--- config.mk ---
export PLATFORM = sky130hd
export DESIGN_NAME = regwb
export DESIGN_NICKNAME = d
export VERILOG_FILES = /design/src/rtl/regwb.sv
export SDC_FILE = /design/constraint.sdc
export NUM_CORES = 1
export LEC_CHECK = 0
export BUFFER_PORTS_ARGS = -buffer_cell sky130_fd_sc_hd__buf_2
export CELL_PAD_IN_SITES_DETAIL_PLACEMENT = 0
export CELL_PAD_IN_SITES_GLOBAL_PLACEMENT = 1
export CORE_UTILIZATION = 50
export CTS_CLUSTER_DIAMETER = 50
export DETAILED_ROUTE_END_ITERATION = 10
export GPL_TIMING_DRIVEN = 0
export HOLD_SLACK_MARGIN = 0.03
export PLACE_DENSITY_LB_ADDON = 0.08
export SLEW_MARGIN = 10
export SYNTH_ARGS = -nofsm -noshare
export SYNTH_HDL_FRONTEND = slang
export SYNTH_SLANG_ARGS = --single-unit
--- constraint.sdc ---
create_clock -name clk -period 6.9 [get_ports clk]
set_input_delay 0.345 -clock clk [delete_from_list [all_inputs] [get_ports clk]]
set_output_delay 0.345 -clock clk [all_outputs]
set_load 0.005 [all_outputs]
--- src/rtl/regwb.sv ---
// -----------------------------------------------------------------------------
// regwb -- dual-issue register write-back queue
//
// Collects up to two results per cycle from a dual-issue pipeline (slot A is
// the older instruction, slot B the younger) and drains them in program order
// onto two register-file write ports.
//
// Ports
//   clk                      rising-edge clock for all state
//   reset_n                  asynchronous active-low reset
//   inA_valid/inA_reg/inA_data  older result: valid, destination, value
//   inB_valid/inB_reg/inB_data  younger result: valid, destination, value
//   in_ready                 queue has room for two results this cycle
//   rf_stall                 register-file write ports unavailable this cycle
//   regwriteA/wrregA/wrdataA  write port A (queue head)
//   regwriteB/wrregB/wrdataB  write port B (queue head + 1)
//   pend_mask                bit r set while any queued entry targets register r
//   count                    number of queued entries
// -----------------------------------------------------------------------------
module regwb #(
    parameter int DEPTH = 4
) (
    input  logic                       clk,
    input  logic                       reset_n,

    input  logic                       inA_valid,
    input  logic [4:0]                 inA_reg,
    input  logic [31:0]                inA_data,
    input  logic                       inB_valid,
    input  logic [4:0]                 inB_reg,
    input  logic [31:0]                inB_data,
    output logic                       in_ready,

    input  logic                       rf_stall,
    output logic                       regwriteA,
    output logic [4:0]                 wrregA,
    output logic [31:0]                wrdataA,
    output logic                       regwriteB,
    output logic [4:0]                 wrregB,
    output logic [31:0]                wrdataB,

    output logic [31:0]                pend_mask,
    output logic [$clog2(DEPTH):0]     count
);

    localparam int AW = $clog2(DEPTH);
    localparam int CW = AW + 1;

    // Queue storage and circular pointers.
    logic [4:0]    q_reg  [DEPTH];
    logic [31:0]   q_data [DEPTH];
    logic [AW-1:0] head_q;
    logic [AW-1:0] tail_q;
    logic [CW-1:0] count_q;

    // Per-cycle decisions.
    logic          enq_a;
    logic          enq_b;
    logic [AW-1:0] wr_idx_b;
    logic [1:0]    n_enq;
    logic [1:0]    n_deq;
    logic [AW-1:0] head_p1;
    logic          present_a;
    logic          present_b;
    logic          same_dest;

    // -------------------------------------------------------------------------
    // Enqueue side. Readiness looks only at the registered count, so a drain
    // in the same cycle never creates room for an incoming pair.
    // -------------------------------------------------------------------------
    assign in_ready = (CW'(DEPTH) - count_q) >= CW'(2);

    // Register 0 is hardwired, so results targeting it are dropped here.
    assign enq_a = in_ready && inA_valid && (inA_reg != 5'd0);
    assign enq_b = in_ready && inB_valid && (inB_reg != 5'd0);

    // B lands directly behind A when both are taken, otherwise at the tail.
    assign wr_idx_b = enq_a ? (tail_q + AW'(1)) : tail_q;
    assign n_enq    = {1'b0, enq_a} + {1'b0, enq_b};

    // -------------------------------------------------------------------------
    // Drain side. Head goes to port A, head+1 to port B; whatever is presented
    // while rf_stall is low retires on the edge.
    // -------------------------------------------------------------------------
    assign head_p1   = head_q + AW'(1);
    assign present_a = (count_q >= CW'(1)) && !rf_stall;
    assign present_b = (count_q >= CW'(2)) && !rf_stall;
    assign n_deq     = {1'b0, present_a} + {1'b0, present_b};

    // When both presented entries target the same register the older value is
    // dead; only port B writes, but both entries still retire.
    assign same_dest = present_b && (q_reg[head_q] == q_reg[head_p1]);

    always_comb begin
        // NOTE: every output of a combinational block is assigned a default
        // first, so no path leaves it unassigned and no latch is inferred.
        regwriteA = 1'b0;
        wrregA    = 5'd0;
        wrdataA   = 32'd0;
        regwriteB = 1'b0;
        wrregB    = 5'd0;
        wrdataB   = 32'd0;

        if (present_a && !same_dest) begin
            regwriteA = 1'b1;
            wrregA    = q_reg[head_q];
            wrdataA   = q_data[head_q];
        end
        if (present_b) begin
            regwriteB = 1'b1;
            wrregB    = q_reg[head_p1];
            wrdataB   = q_data[head_p1];
        end
    end

    // -------------------------------------------------------------------------
    // Pending-register mask: one-hot of every live entry, walked from head.
    // -------------------------------------------------------------------------
    always_comb begin
        logic [AW-1:0] idx;
        pend_mask = 32'd0;
        idx       = '0;
        for (int i = 0; i < DEPTH; i++) begin
            if (CW'(i) < count_q) begin
                idx = head_q + AW'(i);
                pend_mask[q_reg[idx]] = 1'b1;
            end
        end
        pend_mask[0] = 1'b0;
    end

    assign count = count_q;

    // -------------------------------------------------------------------------
    // Control state: pointers and occupancy. Reset empties the queue at once,
    // which also silences both write ports since they decode from count.
    // -------------------------------------------------------------------------
    always_ff @(posedge clk or negedge reset_n) begin
        if (!reset_n) begin
            head_q  <= '0;
            tail_q  <= '0;
            count_q <= '0;
        end else begin
            // NOTE: sequential state uses non-blocking assignments so every
            // register samples pre-edge values regardless of statement order.
            head_q  <= head_q + AW'(n_deq);
            tail_q  <= tail_q + AW'(n_enq);
            count_q <= count_q + CW'(n_enq) - CW'(n_deq);
        end
    end

    // NOTE: the entry storage has no reset; an entry is only ever read while
    // count marks it live, so clearing it would add reset fan-out for nothing.
    always_ff @(posedge clk) begin
        if (enq_a) begin
            q_reg[tail_q]  <= inA_reg;
            q_data[tail_q] <= inA_data;
        end
        if (enq_b) begin
            q_reg[wr_idx_b]  <= inB_reg;
            q_data[wr_idx_b] <= inB_data;
        end
    end

endmodule

Yosys cells after proc, flatten, opt, wreduce, memory -nomap -nowiden

Memories as Yosys holds them, arrays and structs flattened.
Cells that the tools add are included.

Bits of input ports: 79
Memory bits (writable): 148
Memories: 2
Output and inout port bits: 112
Flip-flop bits (word level): 7

Memory list:

| memory | words | bits a word | rd ports | clocked after Yosys merged registers in | wr ports | RTL line | text |
|---|---|---|---|---|---|---|---|
| q_data | 4     | 32          | 2        | 0                                       | 2        | 51       | `logic [31:0] q_data [DEPTH];` |
| q_reg  | 4     | 5           | 4        | 0                                       | 2        | 50       | `logic [4:0] q_reg [DEPTH];` |

Multiplexer cells: 23
Add/sub/neg operators: 11
Bitwise logic cells: 3
Magnitude comparators: 15
Equality and inequality tests: 1
Reduce and logical (&&, ||, !) cells: 16

Operators by type and width:

| cell                | count |
|---|---|
| $mux 32             | 6 |
| $or 32x32->32       | 3 |
| $lt 5x6->1 const B  | 4 |
| $demux 1 s5         | 4 |
| $ge 5x1->1 const B  | 4 |
| $logic_and 1x1->1   | 12 |
| $mux 1              | 10 |
| $mux 5              | 2 |
| $reduce_bool 5->1   | 2 |
| $ge 3x2->1 const B  | 2 |
| $lt 1x3->1 const A  | 2 |
| $lt 2x3->1 const A  | 2 |
| $eq 5x5->1          | 1 |
| $add 1x1->2         | 2 |
| $add 2x1->2 const B | 2 |
| $add 2x2->2         | 2 |
| $add 2x2->2 const B | 2 |
| $add 3x2->3         | 1 |
| $ge 3x1->1 const B  | 1 |
| $sub 3x2->3         | 1 |
| $sub 3x3->3 const A | 1 |
| $logic_not 1->1     | 2 |
| $mux 2              | 1 |

Logic depth before layout (Yosys ltp)

An unclocked memory read counts as a cell.

Word-level depth: 12
Mapped depth: 13

Least setup slack after synthesis

Ideal clock, no wire load.

Path type: register -> register
Start point: reg count_q[1], in the netlist count[1]
End point: mem q_data[1][0] (enable)
Cell stages (with the launch flop): 10
Setup time: 0.395 ns
Period minus slack after synthesis: 3.258 ns
Path slack: 3.642 ns
Data arrival time: 2.863 ns
Required time: 6.505 ns
Path through: dfrtp_1 inv_1 ha_1 xnor2_4 a221oi_4 or3b_1 nand2b_4 buf_6 buf_6 nand2_1

RTL lines:

| what                   | RTL line | text |
|---|---|---|
| start, declared        | 54       | `logic [CW-1:0] count_q;` |
| start signal, assigned | 148      | `count_q <= count_q + CW'(n_enq) - CW'(n_deq);` |
| end, declared          | 51       |  |

Final worst setup path

Start point: reg head_q[0]
End point: out wrdataA[16]

Word-level cells in the longest chain between the ends: 7
Elaborated cells between the ends (all ways): 8

Ends and longest elaborated chain:

| what                   | RTL line | text |
|---|---|---|
| start, declared        | 52       | `logic [AW-1:0] head_q;` |
| start signal, assigned | 146      | `head_q <= head_q + AW'(n_deq);` |
| $add 2x1->2            | 85       | `assign head_p1 = head_q + AW'(1);` |
| $mem_v2 4x5            | --       |  |
| $eq 5x5->1             | 92       | `assign same_dest = present_b && (q_reg[head_q] == q_reg[head_p1]);` |
| $logic_and 1x1->1      | 92       |  |
| $logic_not 1->1        | 104      | `if (present_a && !same_dest) begin` |
| $logic_and 1x1->1      | 104      |  |
| $mux 32 *              | 104      |  |
| end, declared          | 37       | `output logic [31:0] wrdataA,` |

Every way passes the cells marked *; elsewhere a longest branch is shown, timed or not.

==> metrics.log <==
[metrics] finished layout cell area: 13,200 um^2
[metrics] final net count: 1,172
[metrics] Die ar.: 23,000 um^2
[metrics] final cell utilization of the core: 0.604
[metrics] share of flip-flops with an asynchronous set or reset: 0.0452
[metrics] proportion of power drawn by combinational gates: 0.615
[metrics] gate count after technology mapping: 866
[metrics] clock edge transition at the registers on the reported setup and hold paths: 0.08 ns
[metrics] Sw Pwr: 3.19 mW
[metrics] result of the run: finished clean
[metrics] primary flip-flop cell chosen by synthesis mapping: sky130_fd_sc_hd__edfxtp_1
[metrics] worst relative slew slack: 0.466
[metrics] Die Span X: 152 um
[metrics] top-count cell post-synth: sky130_fd_sc_hd__edfxtp_1
[metrics] final worst-path cycle share: 0.536
[metrics] Post-Synthesis Net Count: 959
[metrics] number of placed instances, taps included: 1,339
[metrics] final WL: 32.2 mm
[metrics] cell row count: 54
[metrics] unrepaired setup endpoints after global routing: false
[metrics] worst-case clock skew: 0.0130 ns
[metrics] power share of the clock group: 0.132
[metrics] Post-DRT Antenna Nets: 0
[metrics] root buffer cell: sky130_fd_sc_hd__clkbuf_16
[metrics] clock sink total: 155
[metrics] total power density per cell area: 556 nW/um^2
[metrics] Crit path arrival time: 3.35 ns
[metrics] pin count of the biggest net entering global routing: 28
[metrics] achievable clock frequency: 0.270 GHz
[metrics] vias after detailed routing: 8,525
[metrics] Final HPWL DP: 23.7 mm
[metrics] Distinct cells, synth: 56
[metrics] initial standard-cell utilization of the core: 0.512
[metrics] post-synthesis sequential element count: 155
[metrics] number of antenna violations at the first check in global routing: 6
[metrics] max capacitance violation total: 0
[metrics] fin. max-slew vios: 0
[metrics] Layout fillers: 1,867
[metrics] overflow left after global routing: 0
[metrics] most instantiated cells after synthesis: 148 x sky130_fd_sc_hd__edfxtp_1, 130 x sky130_fd_sc_hd__mux2_2, 82 x sky130_fd_sc_hd__mux4_2
[metrics] static leakage: 5.19 nW
[metrics] startpoint type of the worst setup path: flop
[metrics] post-detailed-route wirelength per cell: 23.4 um
[metrics] # port buffers: 189
[metrics] total DRC errors in the routed layout: 0
[metrics] CTS tree: built
[metrics] slew of the pin with the lowest slew margin: 0.779 ns
[metrics] top cells by area, synth: sky130_fd_sc_hd__edfxtp_1 40%, sky130_fd_sc_hd__mux4_2 16%, sky130_fd_sc_hd__mux2_2 13%
[metrics] switching share of total power: 0.434
[metrics] deepest clock path buffer count: 2
[metrics] Vert. Die Dim: 152 um
[metrics] fraction of final layout cells sized beyond drive strength 1: 0.470
[metrics] mean instance size in the synthesized netlist: 12.9 um^2
[metrics] router iterations before antenna repair: 5
[metrics] post-DR vias/cell: 6.20
[metrics] Yosys top cell by area: sky130_fd_sc_hd__edfxtp_1
[metrics] Internal Pwr Total: 4.16 mW
[metrics] startpoint-to-endpoint class of the critical path: reg -> out
[metrics] flip-flop count of the largest register, all copies and words added: 128
[metrics] worst-case vdd ir drop: 0.236 mV
[metrics] CP endpoint kind: output pin
[metrics] CP Max Fanout: 10
[metrics] number of setup violations in the final report: 0
[metrics] share of Yosys cell area claimed by the top area cell type: 0.397
[metrics] clock latency reported for the late side of the worst-skew pair: 0.42 ns
[metrics] placed cell areas: 12,600 um^2
[metrics] Core ar.: 21,900 um^2
[metrics] Post-Syn Area: 11,200 um^2
[metrics] TritonCTS buffer count: 17
[metrics] routability congestion estimate from global placement: 0.947
[metrics] worst hold-check path type: in -> reg
[metrics] Yosys warning count: 0
[metrics] number of top-level design ports: 191
[metrics] Area Overhead vs Synth: 18.1%
[metrics] data required time at the worst endpoint: 6.55 ns
[metrics] number of synthesized flops with an enable pin: 148
[metrics] first-pass GRT wire length: 47.7 mm
[metrics] endpoints failing hold: 0
[metrics] vias in the first global route: 8,228
[metrics] H-Tree Level Count: 4
[metrics] post-layout minimum cycle time: 3.70 ns
[metrics] setup TNS: 0 ns
[metrics] Iter 0 DRT Violations: 689
[metrics] total power after layout: 7.35 mW
[metrics] total routing resource utilization after global routing: 0.284
[metrics] number of cells in the finished layout apart from fillers: 1,376
[metrics] Seq/Total Area, Yosys: 0.412
[metrics] Sequential Power Share: 0.253
## through the flow
step | setup slack (ns) | hold slack, ns
4_1_cts | 3.17 | 0.244
2_1_floorplan | 3.64 | 0.0494
6_report | 3.20 | 0.255
3_5_place_dp | 3.37 | 0.199
5_1_grt | 3.03 | 0.252
3_3_place_gp | 2.50 | 0.194
## critical path: stages, from the launching register on
cell                       delay (ns)
sky130_fd_sc_hd__dfrtp_1         0.35
sky130_fd_sc_hd__buf_4           0.20
sky130_fd_sc_hd__buf_2           0.32
sky130_fd_sc_hd__buf_4           0.24
sky130_fd_sc_hd__buf_2           0.22
sky130_fd_sc_hd__a211oi_1        0.09
sky130_fd_sc_hd__o21ai_0         0.29
sky130_fd_sc_hd__clkbuf_1        0.57
sky130_fd_sc_hd__buf_2           0.38
sky130_fd_sc_hd__a21oi_1         0.12
sky130_fd_sc_hd__buf_2           0.14
## cell families (layout without fill, tap and decap cells)
group                    count (synthesis)  after routing  share of synthesized area
buffers and inverters                   80            306                     0.0375
adder cells (fa/ha/maj)                 14             14                     0.0170
other                                    1              5                   0.000335
multiplexers                           242            242                      0.331
XOR/XNOR                                24             24                     0.0204
AND/OR/NAND/NOR                        222            222                      0.101
AO/OA/AOI/OAI                          128            128                     0.0803
flip-flops                             155            155                      0.412
## path summary, 6_finish.rpt
kind                            slack [ns]                 from                endpoint  cells after the start
worst min register to register        0.52  head_q[0]$_DFF_PN0_     head_q[0]$_DFF_PN0_                      1
min in group asynchronous             0.28              reset_n     tail_q[0]$_DFF_PN0_                      2
worst min-delay path                  0.26          inA_data[9]  q_data[2][9]$_DFFE_PP_                      2
worst max-delay path                  3.20  head_q[0]$_DFF_PN0_             wrdataA[16]                     10
max in group asynchronous             6.45              reset_n     head_q[1]$_DFF_PN0_                      2
worst max register to register        3.34   count[2]$_DFF_PN0_      count[2]$_DFF_PN0_                     12
## power by group through the flow
| stage | Sequential [mW] | Combinational [mW] | Clock (mW) |
|---|---|---|---|
| after floorplan | 1.79 | 3.09 | 0 |
| after global placement | 1.88 | 4.44 | 0 |
| after detailed placement | 1.87 | 4.50 | 0 |
| after CTS | 1.85 | 4.52 | 0.978 |
| after global routing | 1.91 | 4.88 | 1.01 |
| final | 1.86 | 4.52 | 0.972 |
## cell usage in the layout (no fill, tap or decap), types with 14 or more instances in the layout
master,synthesis,layout
sky130_fd_sc_hd__a21oi_1,41,41
sky130_fd_sc_hd__and2_1,45,45
sky130_fd_sc_hd__buf_2,27,216
sky130_fd_sc_hd__clkbuf_1,17,17
sky130_fd_sc_hd__clkbuf_16,0,17
sky130_fd_sc_hd__edfxtp_1,148,148
sky130_fd_sc_hd__inv_1,19,19
sky130_fd_sc_hd__mux2_2,130,130
sky130_fd_sc_hd__mux2_4,19,19
sky130_fd_sc_hd__mux4_2,82,82
sky130_fd_sc_hd__nand2_1,68,66
sky130_fd_sc_hd__nand2b_1,18,18
sky130_fd_sc_hd__nor2_1,33,33
sky130_fd_sc_hd__nor3_1,14,14
## layout make-up
cell class	count	area [um^2]	share of cell area
Antenna cell	4	10.0	0.000757
Buffer	61	349	0.0264
Clock buffer	17	425	0.0322
Clock inverter	15	200	0.0151
Inverter	19	71.3	0.00539
Multi-Input combinational cell	631	6170	0.466
Sequential cell	155	4620	0.349
Tap cell	280	350	0.0265
Timing Repair Buffer	194	1040	0.0783
## metal layers
layer	GRT usage	share of wire	wire, um
met1	0.403	0.43	13800
met2	0.444	0.47	15100
met3	0.0629	0.091	2920
met4	0.0639	0.011	345
met5	0	0.00068	22
## repair_timing
action | CTS | global route
setup buffers | 0 | 0
resized for setup | 0 | 0
hold buffers | 1 | 0
hold endpoints to repair | 7 | 0
Note: power is estimated with default switching activity, not from simulation.
